--- config.mk ---
export PLATFORM = sky130hd
export DESIGN_NAME = pipe_ctrl_seq
export DESIGN_NICKNAME = d
export VERILOG_FILES = /design/src/rtl/pipe_ctrl_seq.sv
export SDC_FILE = /design/constraint.sdc
export NUM_CORES = 1
export LEC_CHECK = 0
export CAP_MARGIN = 20
export CORE_MARGIN = 2
export CORE_UTILIZATION = 48
export DETAILED_ROUTE_END_ITERATION = 16
export PLACE_DENSITY = 0.81
export SLEW_MARGIN = 20
export SYNTH_ARGS = -nofsm -noshare
export SYNTH_HDL_FRONTEND = slang
export SYNTH_SLANG_ARGS = --single-unit
export TNS_END_PERCENT = 100
--- constraint.sdc ---
create_clock -name clk -period 2.23 [get_ports clk]
set_input_delay 0.446 -clock clk [delete_from_list [all_inputs] [get_ports clk]]
set_output_delay 0.446 -clock clk [all_outputs]
set_load 0.02 [all_outputs]
--- src/rtl/pipe_ctrl_seq.sv ---
// Central pipeline sequencer: merges hazard, memory-wait and mul/div
// stall sources into PC and per-stage register controls.
module pipe_ctrl_seq #(
  parameter int XLEN       = 32,
  parameter int MD_TIMEOUT = 64,
  parameter int CNT_W      = 16
) (
  input  logic            clk,
  input  logic            rst_n,
  input  logic            load_use_stall,
  input  logic            branch_flush,
  input  logic [XLEN-1:0] branch_target,
  input  logic            mem_busy,
  input  logic            md_start,
  input  logic            md_done,
  output logic            pc_we,
  output logic            pc_redirect,
  output logic [XLEN-1:0] redirect_pc,
  output logic            if_id_we,
  output logic            if_id_flush,
  output logic            id_ex_we,
  output logic            id_ex_bubble,
  output logic            ex_mem_we,
  output logic            ex_mem_bubble,
  output logic            mem_wb_we,
  output logic            md_timeout,
  output logic [CNT_W-1:0] stall_cnt,
  output logic [CNT_W-1:0] flush_cnt
);

  localparam int MDW = $clog2(MD_TIMEOUT + 1);
  localparam logic [MDW-1:0] MD_LAST = MDW'(MD_TIMEOUT - 1);

  typedef enum logic {
    S_RUN,
    S_MD_WAIT
  } state_e;

  state_e            state_q, state_d;
  logic              pend_v_q, pend_v_d;
  logic [XLEN-1:0]   pend_pc_q, pend_pc_d;
  logic [MDW-1:0]    md_cnt_q, md_cnt_d;
  logic              tmo_q, tmo_d;
  logic [CNT_W-1:0]  stall_q, stall_d;
  logic [CNT_W-1:0]  flush_q, flush_d;

  logic            pc_we_c;
  logic            redir_c;
  logic [XLEN-1:0] rpc_c;
  logic            if_id_we_c;
  logic            if_id_fl_c;
  logic            id_ex_we_c;
  logic            id_ex_bb_c;
  logic            ex_mem_we_c;
  logic            ex_mem_bb_c;
  logic            mem_wb_we_c;
  logic            md_hit;

  assign md_hit = (md_cnt_q >= MD_LAST);

  always_comb begin
    state_d     = state_q;
    pend_v_d    = pend_v_q;
    pend_pc_d   = pend_pc_q;
    md_cnt_d    = md_cnt_q;
    tmo_d       = tmo_q;
    pc_we_c     = 1'b1;
    redir_c     = 1'b0;
    rpc_c       = '0;
    if_id_we_c  = 1'b1;
    if_id_fl_c  = 1'b0;
    id_ex_we_c  = 1'b1;
    id_ex_bb_c  = 1'b0;
    ex_mem_we_c = 1'b1;
    ex_mem_bb_c = 1'b0;
    mem_wb_we_c = 1'b1;

    unique case (state_q)
      S_RUN: begin
        if (mem_busy) begin
          pc_we_c     = 1'b0;
          if_id_we_c  = 1'b0;
          id_ex_we_c  = 1'b0;
          ex_mem_we_c = 1'b0;
          mem_wb_we_c = 1'b0;
          if (branch_flush) begin
            pend_v_d  = 1'b1;
            pend_pc_d = branch_target;
          end
        end else if (branch_flush || pend_v_q) begin
          redir_c     = 1'b1;
          rpc_c       = branch_flush ? branch_target : pend_pc_q;
          if_id_fl_c  = 1'b1;
          id_ex_bb_c  = 1'b1;
          ex_mem_bb_c = 1'b1;
          pend_v_d    = 1'b0;
        end else if (md_start) begin
          pc_we_c     = 1'b0;
          if_id_we_c  = 1'b0;
          id_ex_we_c  = 1'b0;
          ex_mem_bb_c = 1'b1;
          md_cnt_d    = '0;
          state_d     = S_MD_WAIT;
        end else if (load_use_stall) begin
          pc_we_c    = 1'b0;
          if_id_we_c = 1'b0;
          id_ex_bb_c = 1'b1;
        end
      end
      S_MD_WAIT: begin
        pc_we_c     = 1'b0;
        if_id_we_c  = 1'b0;
        id_ex_we_c  = 1'b0;
        ex_mem_bb_c = 1'b1;
        if (md_cnt_q != '1) md_cnt_d = md_cnt_q + 1'b1;
        if (branch_flush) begin
          pend_v_d  = 1'b1;
          pend_pc_d = branch_target;
        end
        // A timeout during a memory freeze waits for the freeze to end.
        if (mem_busy) begin
          ex_mem_we_c = 1'b0;
          ex_mem_bb_c = 1'b0;
          mem_wb_we_c = 1'b0;
        end else if (md_done || md_hit) begin
          ex_mem_bb_c = 1'b0;
          id_ex_bb_c  = 1'b1;
          state_d     = S_RUN;
          if (!md_done) tmo_d = 1'b1;
        end
      end
      default: state_d = S_RUN;
    endcase

    stall_d = stall_q;
    if (!pc_we_c && stall_q != '1) stall_d = stall_q + 1'b1;
    flush_d = flush_q;
    if (redir_c && flush_q != '1) flush_d = flush_q + 1'b1;
  end

  always_ff @(posedge clk or negedge rst_n) begin
    if (!rst_n) begin
      state_q   <= S_RUN;
      pend_v_q  <= 1'b0;
      pend_pc_q <= '0;
      md_cnt_q  <= '0;
      tmo_q     <= 1'b0;
      stall_q   <= '0;
      flush_q   <= '0;
    end else begin
      state_q   <= state_d;
      pend_v_q  <= pend_v_d;
      pend_pc_q <= pend_pc_d;
      md_cnt_q  <= md_cnt_d;
      tmo_q     <= tmo_d;
      stall_q   <= stall_d;
      flush_q   <= flush_d;
    end
  end

  assign pc_we         = rst_n & pc_we_c;
  assign pc_redirect   = rst_n & redir_c;
  assign redirect_pc   = rst_n ? rpc_c : '0;
  assign if_id_we      = rst_n & if_id_we_c;
  assign if_id_flush   = rst_n & if_id_fl_c;
  assign id_ex_we      = rst_n & id_ex_we_c;
  assign id_ex_bubble  = rst_n & id_ex_bb_c;
  assign ex_mem_we     = rst_n & ex_mem_we_c;
  assign ex_mem_bubble = rst_n & ex_mem_bb_c;
  assign mem_wb_we     = rst_n & mem_wb_we_c;
  assign md_timeout    = tmo_q;
  assign stall_cnt     = stall_q;
  assign flush_cnt     = flush_q;

endmodule

; Word level (Yosys, flattened, before mapping)
; Index checks and enable logic that the tools add are counted.
[op_classes]
addsub = 3
order_cmp = 1
n_eq_ne = 9
muxes = 46
n_bitwise = 9
reduce_logical = 7
[op_table]
columns = op, n
row1 = 32-bit 2-to-1 mux, 6
row2 = 32-bit case mux with 2 select lines, 1
row3 = "16-bit by 1-bit adder with 16-bit output, second input constant", 2
row4 = "16-bit inequality test, second input constant", 2
row5 = 1-bit 2-to-1 mux, 28
row6 = 7-bit 2-to-1 mux, 4
row7 = 7-bit case mux with 2 select lines, 1
row8 = 1-bit case mux with 2 select lines, 6
row9 = "2-bit inequality test, second input constant", 4
row10 = 4-bit AND reduction, 2
row11 = "7-bit by 1-bit adder with 7-bit output, second input constant", 1
row12 = "7-bit by 6-bit >= comparator with 1-bit output, second input constant", 1
row13 = "7-bit inequality test, second input constant", 1
row14 = 1-bit bitwise AND, 6
row15 = "3-bit inequality test, second input constant", 1
row16 = 1-bit inverter, 3
row17 = 1-bit logical AND, 2
row18 = 1-bit logical OR, 2
row19 = "2-bit by 1-bit inequality test with 1-bit output, second input constant", 1
row20 = 1-bit zero test, 1
[word_totals]
regBits = 74
in_bits = 39
output_inout_bits = 74
elab_cells = 82

; Logic depth before layout (Yosys ltp)
; Gate-level depths: netlist of run 1.
[depth]
depth_word = 7
depth_mapped = 7
mapped_depth_nobuf = 5

; Least setup slack after synthesis of run 1
; OpenSTA, ideal clock, no wires.
[synth_timing]
kind = in2out
startpoint = in branch_flush
endpoint = out pc_we
t_arrival_ps = 2159
path_slack_ps = -375
stages = 5
n_path_buf = 2
cell_sequence = buf_6 -> nor2_1 -> a211oi_1 -> a21boi_0 -> buf_4
[synth_via]
elab_chain_len = 5
[synth_lines]
columns = item, line
row1 = "start, declared", 11  ; input logic branch_flush,
row2 = 1-bit logical OR, 90  ; end else if (branch_flush || pend_v_q) begin
row3 = 1-bit 2-to-1 mux (2 in a row), n/a
row4 = 1-bit case mux with 2 select lines, n/a
row5 = 1-bit bitwise AND, n/a
row6 = "end, declared", 16  ; output logic pc_we,
; No other way between the ends.

; Worst setup path after layout of run 1
[layout_timing]
startpoint = in mem_busy
endpoint = out pc_redirect
[layout_via]
elab_chain_len = 3
[layout_lines]
columns = item, line
row1 = "start, declared", 13  ; input logic mem_busy,
row2 = 1-bit 2-to-1 mux, 80  ; if (mem_busy) begin
row3 = 1-bit 2-to-1 mux, 78  ; unique case (state_q)
row4 = 1-bit bitwise AND, 162  ; assign pc_redirect = rst_n & redir_c;
row5 = "end, declared", 17  ; output logic pc_redirect,
; No other way between the ends.

==> results.cfg, run 1 <==
[sta]
post_route_setup_tns_ns = 0
final_period_minus_worst_setup_slack_ns = 2.215
finalSetupViolCount = 0
fin_worst_skew_ns = 0.003915
maxClockFrequency_mhz = 451.5
finalMaxSlewViolations = 0
rsz0062_at_grt = true
post-route-period-util = 0.9931
timing.slew.headroom = 0.5992
transition_time_at_the_pin_with_the_least_slew_margin_ns = 0.5931
worst_path_setup_slack_after_routing_ns = 0.01534
finalHoldViolations = 0

[route]
postRouteAntennaNets = 0
route.detailed.vias_per_inst = 5.364
remaining_drc_errors = 0
dr.first_iter.drc_count = 158
route.final.wire_length_mm = 8.913
drt_first_pass_iters = 4
route.detailed.wl_per_inst_um = 15.01
vias = 3186

[yosys]
synth_top_family_by_area = multiplexers
yosys.area_share.adder = 0.009681
synth_seq_area_share = 0.4776
synthCells = 357
cell_area_after_technology_mapping_mm2 = 0.003877
synth_simple_gate_area_frac = 0.1820
synth_flop_cell = dfrtp_1
post-synth-top-area-fraction = 0.4776
synth-warning-count = 0
synth_async_sr_flop_share = 1.000
synth_area_leader_cell = dfrtp_1
synth_area_in_xor_xnor = 0.06551
syn_area_per_cell_um2 = 10.86
postSynthNetCount = 399
synth-seq-cells = 74
netlist_top_cells_area = dfrtp_1 48%, mux2_2 10%, mux2i_1 8.3%, xor2_1 5.0%, nor2_1 4.0%
synth-edff-count = 0
synth.lib_cells_used.distinct = 45
synth_mux_area_frac = 0.1843
area_fraction_in_compound_gates_after_synthesis = 0.04873

[place]
buffer_ports.inserted = 112
post-place-ws_ns = -0.4344
place.gp.congestion = 0.7920
post-dp-hpwl_mm = 6.444

[grt]
grt_max_degree = 45
groute.usage.overall = 0.2078
gr-total-overflow = 0
grt_first_pass_wirelength_mm = 14.71
grt_antenna_before_repair = 0
grt_pass1_vias = 3185

[finish]
most_common_cell_after_layout_fill_and_taps_aside = dfrtp_1
layout-drive-gt1-share = 0.2520
number_of_nets_at_the_end_of_the_flow = 529
top_library_cells_by_usage_in_the_layout_fill_and_taps_aside = 74 x dfrtp_1, 69 x clkdlybuf4s50_1, 41 x nor2_1
ant_diodes = 0
area_growth_pct = 35.30

[cts]
cts_setup_buffers = 0
clkSinkCount = 74
cts_made_buffers = 9
cts_hold_buf = 0
cts_tree = done
post_cts_clock_slew_at_the_launch_and_capture_registers_of_the_worst_setup_and_hold_paths_ns = 0.07
clock_tree.htree_level_count = 3
cts_max_path_buffers = 2
clock_tree_root = clkbuf_8
worstSkewPairLatency_ns = 0.33

[die]
io_pins = 113
initial_utilization = 0.4992
chipWidth_um = 93.88
dieHeight_um = 93.88
coreArea_mm2 = 0.007767
die_area_mm2 = 0.008813
placementRows = 32

[flow_run]
max_cap_viol_count = 0

[worst_setup_path]
worst_ep_arrival_time_ns = 1.77
regToRegEndpoint = flush_cnt[1]$_DFFE_PN0P_
crit_type = input port to primary output
category_of_the_worst_setup_path_capture_point = primary output
worst_reg2reg_path_startpoint = flush_cnt[0]$_DFFE_PN0P_
crit_fanout = 33
critPathLaunchType = input port
setup.reg_to_reg.worst_slack_ns = 0.22
worst-r2r-cell-count = 6
worstPathRequired_ns = 1.78

[power]
vdd_drop_max_mv = 0.7231
leakagePower_nw = 2.410
power_density_mw_per_mm2 = 840.3

[outcome]
status = complete, no violations

[min_path]
hp-class = input port to asynchronous set/reset pin
[worst max path at each step]
stage,startpoint,end,slack [ns],depth (start not counted)
floorplan,branch_flush,pc_we,0.02,5
global placement,mem_busy,pc_we,-0.38,5
detailed placement,mem_busy,redirect_pc[16],-0.43,6
CTS,mem_busy,redirect_pc[25],0.002,6
global route,mem_busy,pc_redirect,-0.06,6
finish,mem_busy,pc_redirect,0.02,6
[flip-flops by register name, indices dropped and copies added, names as in the netlist]
| register | count |
|---|---|
| stall_cnt | 16 |
| md_timeout | 1 |
| flush_cnt | 16 |
| state_q | 1 |
| md_cnt_q | 7 |
| pend_pc_q | 32 |
| pend_v_q | 1 |
[power breakdown]
group | leakage (nW) | switching (mW) | internal, mW
clock | 0.0916 | 0.473 | 0.424
sequential | 0.894 | 0.313 | 1.65
combinational | 1.43 | 0.771 | 0.776
total | 2.41 | 1.56 | 2.85
[metal layers]
metal	GRT usage	vias to the layer above	wire, um
met3	0.03933	18	525
met4	0.06884	0	116
li1	-	1539	-
met5	0	-	0
met1	0.2693	1522	3981
met2	0.3506	107	4289
[synth_stat cells (4+ instances only)]
cell and number:
nor2_1 41, mux2_2 35, xor2_1 22, nor4_1 10, xnor2_1 7, inv_1 6, nand4_1 11, nor3_1 8
buf_2 4, dfrtp_1 74, a21oi_1 5, clkbuf_1 10, mux2i_1 32, nand2_1 17, o21ai_0 8, and4_1 5
nand3_1 15
[per-stage QoR]
step / hold slack [ns] / power, mW / instances / cell area, um2 / util
2_1_floorplan: 0.1504 / 2.824 / 357 / 3882 / -
3_3_place_gp: 0.4542 / 3.510 / 578 / 5245 / 0.6753
3_5_place_dp: 0.4585 / 3.571 / 578 / 5245 / 0.6753
4_1_cts: 0.1416 / 4.473 / 594 / 5420 / 0.6978
5_1_grt: 0.1749 / 4.699 / 594 / 5246 / 0.6754
6_report: 0.1374 / 4.408 / 594 / 5246 / 0.6754
[critical path: stages]
cell and delay (ns):
clkdlybuf4s50_1 0.44, nor3_2 0.19, nand2_1 0.12, buf_12 0.18
inv_1 0.08, clkdlybuf4s15_1 0.30
[area by class of cell]
| class | instances | area (um2) |
|---|---|---|
| inverter | 6 | 22.52 |
| tap | 102 | 127.6 |
| fill | 641 | 2521 |
| clock inverter | 6 | 32.53 |
| sequential | 74 | 1852 |
| timing repair buffer | 138 | 1156 |
| multi-input combinational | 258 | 1918 |
| clock buffer | 10 | 137.6 |
[timing repair]
| item | 4_1_cts | 5_1_grt |
|---|---|---|
| pin swaps | 0 | 1 |
| resized for setup | 123 | 29 |
| endpoints found under the setup margin | 41 | 34 |
| hold endpoints to repair | 0 | 0 |
[kinds of logic (layout without fill, tap and decap cells)]
kind of cell,count (synthesis),after routing
adders and majority gates,3,3
muxes,67,67
and+or+nand+nor,131,131
AOI/OAI and AO/OA,28,28
buffers and inverters,25,160
DFF,74,74
xor gates and xnor gates,29,29
Note: power is estimated with default switching activity, not from simulation.
==> run 2, diff against run 1 <==
--- a/config.mk
+++ b/config.mk
@@ -6,6 +6,7 @@
 export NUM_CORES = 1
 export LEC_CHECK = 0
 export CAP_MARGIN = 20
+export CORE_ASPECT_RATIO = 0.5
 export CORE_MARGIN = 2
 export CORE_UTILIZATION = 48
 export DETAILED_ROUTE_END_ITERATION = 16
==> run 2 against run 1 <==
First-iteration DRC count up 41%. Critical path depth unchanged. Utilization up 2.5 points. Final cell count up 2.5%. Non-clock buffer count up 5. Die area up 0.49%. Clock skew about the same. Hold slack better by 0.058 ns. Critical path type is now flop to primary output.
==> results.cfg, run 2 (same netlist as run 1, synthesis figures left out) <==
[outcome]
status = complete, no violations

[sta]
transition_time_at_the_pin_with_the_least_slew_margin_ns = 0.5977
finalSetupViolCount = 0
timing.slew.headroom = 0.5973
final_period_minus_worst_setup_slack_ns = 2.069
rsz0062_at_grt = false
finalMaxSlewViolations = 0
post-route-period-util = 0.9280
maxClockFrequency_mhz = 483.2
hold-worst-slack_ns = 0.1951
fin_worst_skew_ns = 0.004067
finalHoldViolations = 0

[die]
placementRows = 23
io_pins = 113
initial_utilization = 0.4900
die_area_mm2 = 0.008857
coreArea_mm2 = 0.007914
chipWidth_um = 131.1
dieHeight_um = 67.56

[cts]
worstSkewPairLatency_ns = 0.33
cts_tree = done
clkSinkCount = 74
clock_tree_root = clkbuf_16
cts_made_buffers = 9
cts_max_path_buffers = 2
post_cts_clock_slew_at_the_launch_and_capture_registers_of_the_worst_setup_and_hold_paths_ns = 0.05
clock_tree.htree_level_count = 3
cts_hold_buf = 0

[worst_setup_path]
crit_path_max_delay_cell_type = dfrtp_1
worst_reg2reg_path_startpoint = flush_cnt[0]$_DFFE_PN0P_
critPathLaunchType = flop
worst_ep_arrival_time_ns = 1.62
critical_path.cell_chain = nor2_1 > nor3_2 > nand2_1 > buf_12 > inv_1 > clkdlybuf4s15_2
crit_type = flop to primary output
crit_path_start = pend_v_q$_DFFE_PN0P_
category_of_the_worst_setup_path_capture_point = primary output
worstPathRequired_ns = 1.78
critical_path.max_stage_delay_ns = 0.39
crit_fanout = 33

[route]
drt_first_pass_iters = 4
postRouteAntennaNets = 0
route.detailed.wl_per_inst_um = 15.37
remaining_drc_errors = 0
vias = 3206
dr.first_iter.drc_count = 222
route.detailed.vias_per_inst = 5.264
route.final.wire_length_mm = 9.362

[power]
clkPwrFrac = 0.302
total_power_mw = 5.090
power.share.sequential = 0.388
power_frac_comb = 0.309
switching_power_mw = 1.631
design_internal_power_mw = 3.459
leakagePower_nw = 2.498
vdd_drop_max_mv = 0.6773
power_switching_share = 0.3205
power_density_mw_per_mm2 = 918.8

[place]
dp_cells = 592
post-dp-hpwl_mm = 6.488
buffer_ports.inserted = 112
place.gp.congestion = 0.8197

[finish]
most_common_cell_after_layout_fill_and_taps_aside = dfrtp_1
number_of_nets_at_the_end_of_the_flow = 534
layout-drive-gt1-share = 0.2636
top_library_cells_by_usage_in_the_layout_fill_and_taps_aside = 74 x dfrtp_1, 68 x clkdlybuf4s50_1, 41 x nor2_1
ant_diodes = 0
area_growth_pct = 42.88
largest_register_ffs = 32
max_flop_register = pend_pc_q
finish.cell_count_without_fillers = 609
nFillCells = 606
final_design_utilization = 0.7001

[grt]
groute.usage.overall = 0.2122
gr-total-overflow = 0
grt_antenna_before_repair = 0
grt_max_degree = 43
grt_first_pass_wirelength_mm = 14.86
grt_pass1_vias = 2972

[flow_run]
max_cap_viol_count = 0

[min_path]
hp-class = input port to asynchronous set/reset pin
## run 2: path summary, 6_finish.rpt
path	depth (start not counted)	slack (ns)	to
worst min-delay path	2	0.20	flush_cnt[15]$_DFFE_PN0P_
min in group clk	1	0.47	md_timeout$_DFFE_PN0P_
worst min register to register	1	0.47	md_timeout$_DFFE_PN0P_
worst max-delay path	6	0.16	pc_redirect
worst max register to register	6	0.31	flush_cnt[8]$_DFFE_PN0P_
max in group asynchronous	2	1.61	pend_pc_q[1]$_DFFE_PN0P_
## run 2: layout make-up
type / count / area (um2) / share of cell area
clock buffers: 11 / 242.7 / 0.04381
clock inverters: 5 / 77.57 / 0.01400
inverters: 6 / 22.52 / 0.004065
multi-input cells: 258 / 1926 / 0.3476
flip-flops and latches: 74 / 1852 / 0.3342
well taps: 112 / 140.1 / 0.02529
repair buffers: 143 / 1280 / 0.2310
## run 2: per-stage QoR
| step | instance area (um2) | setup slack (ns) | setup TNS [ns] |
|---|---|---|---|
| final | 5540 | 0.1606 | 0 |
| after global routing | 5540 | 0.06783 | 0 |
| after CTS | 5558 | 0.0002193 | 0 |
| after detailed placement | 5300 | -0.4598 | -14.82 |
| after global placement | 5300 | -0.3823 | -13.69 |
| after floorplan | 3882 | 0.02332 | 0 |
## run 2: layer usage
layer,vias up,part of all wire,GRT usage
li1,1551,-,-
met1,1578,0.45,0.2696
met2,71,0.51,0.3638
met3,6,0.039,0.05781
met4,0,0.0082,0.06658
met5,-,0,0
## run 2: what timing repair did
action,in CTS,in global routing
setup endpoints to repair,41,22
resized for setup,137,11
pin swaps,0,1
setup buffers,0,1
## run 2: worst max-delay path, delay by kind of cell, from the launching register on
| kind | cells | cell delay, ns |
|---|---|---|
| and+or+nand+nor | 3 | 0.37 |
| buffers and inverters | 3 | 0.51 |
| DFF | 1 | 0.39 |
## run 2: power groups by stage
stage | logic (mW) | clock network (mW) | registers, mW
2_1_floorplan | 0.717 | 0 | 2.11
3_3_place_gp | 1.57 | 0 | 1.96
3_5_place_dp | 1.60 | 0 | 1.98
4_1_cts | 1.59 | 1.56 | 1.97
5_1_grt | 1.72 | 1.63 | 2.02
6_report | 1.58 | 1.54 | 1.98
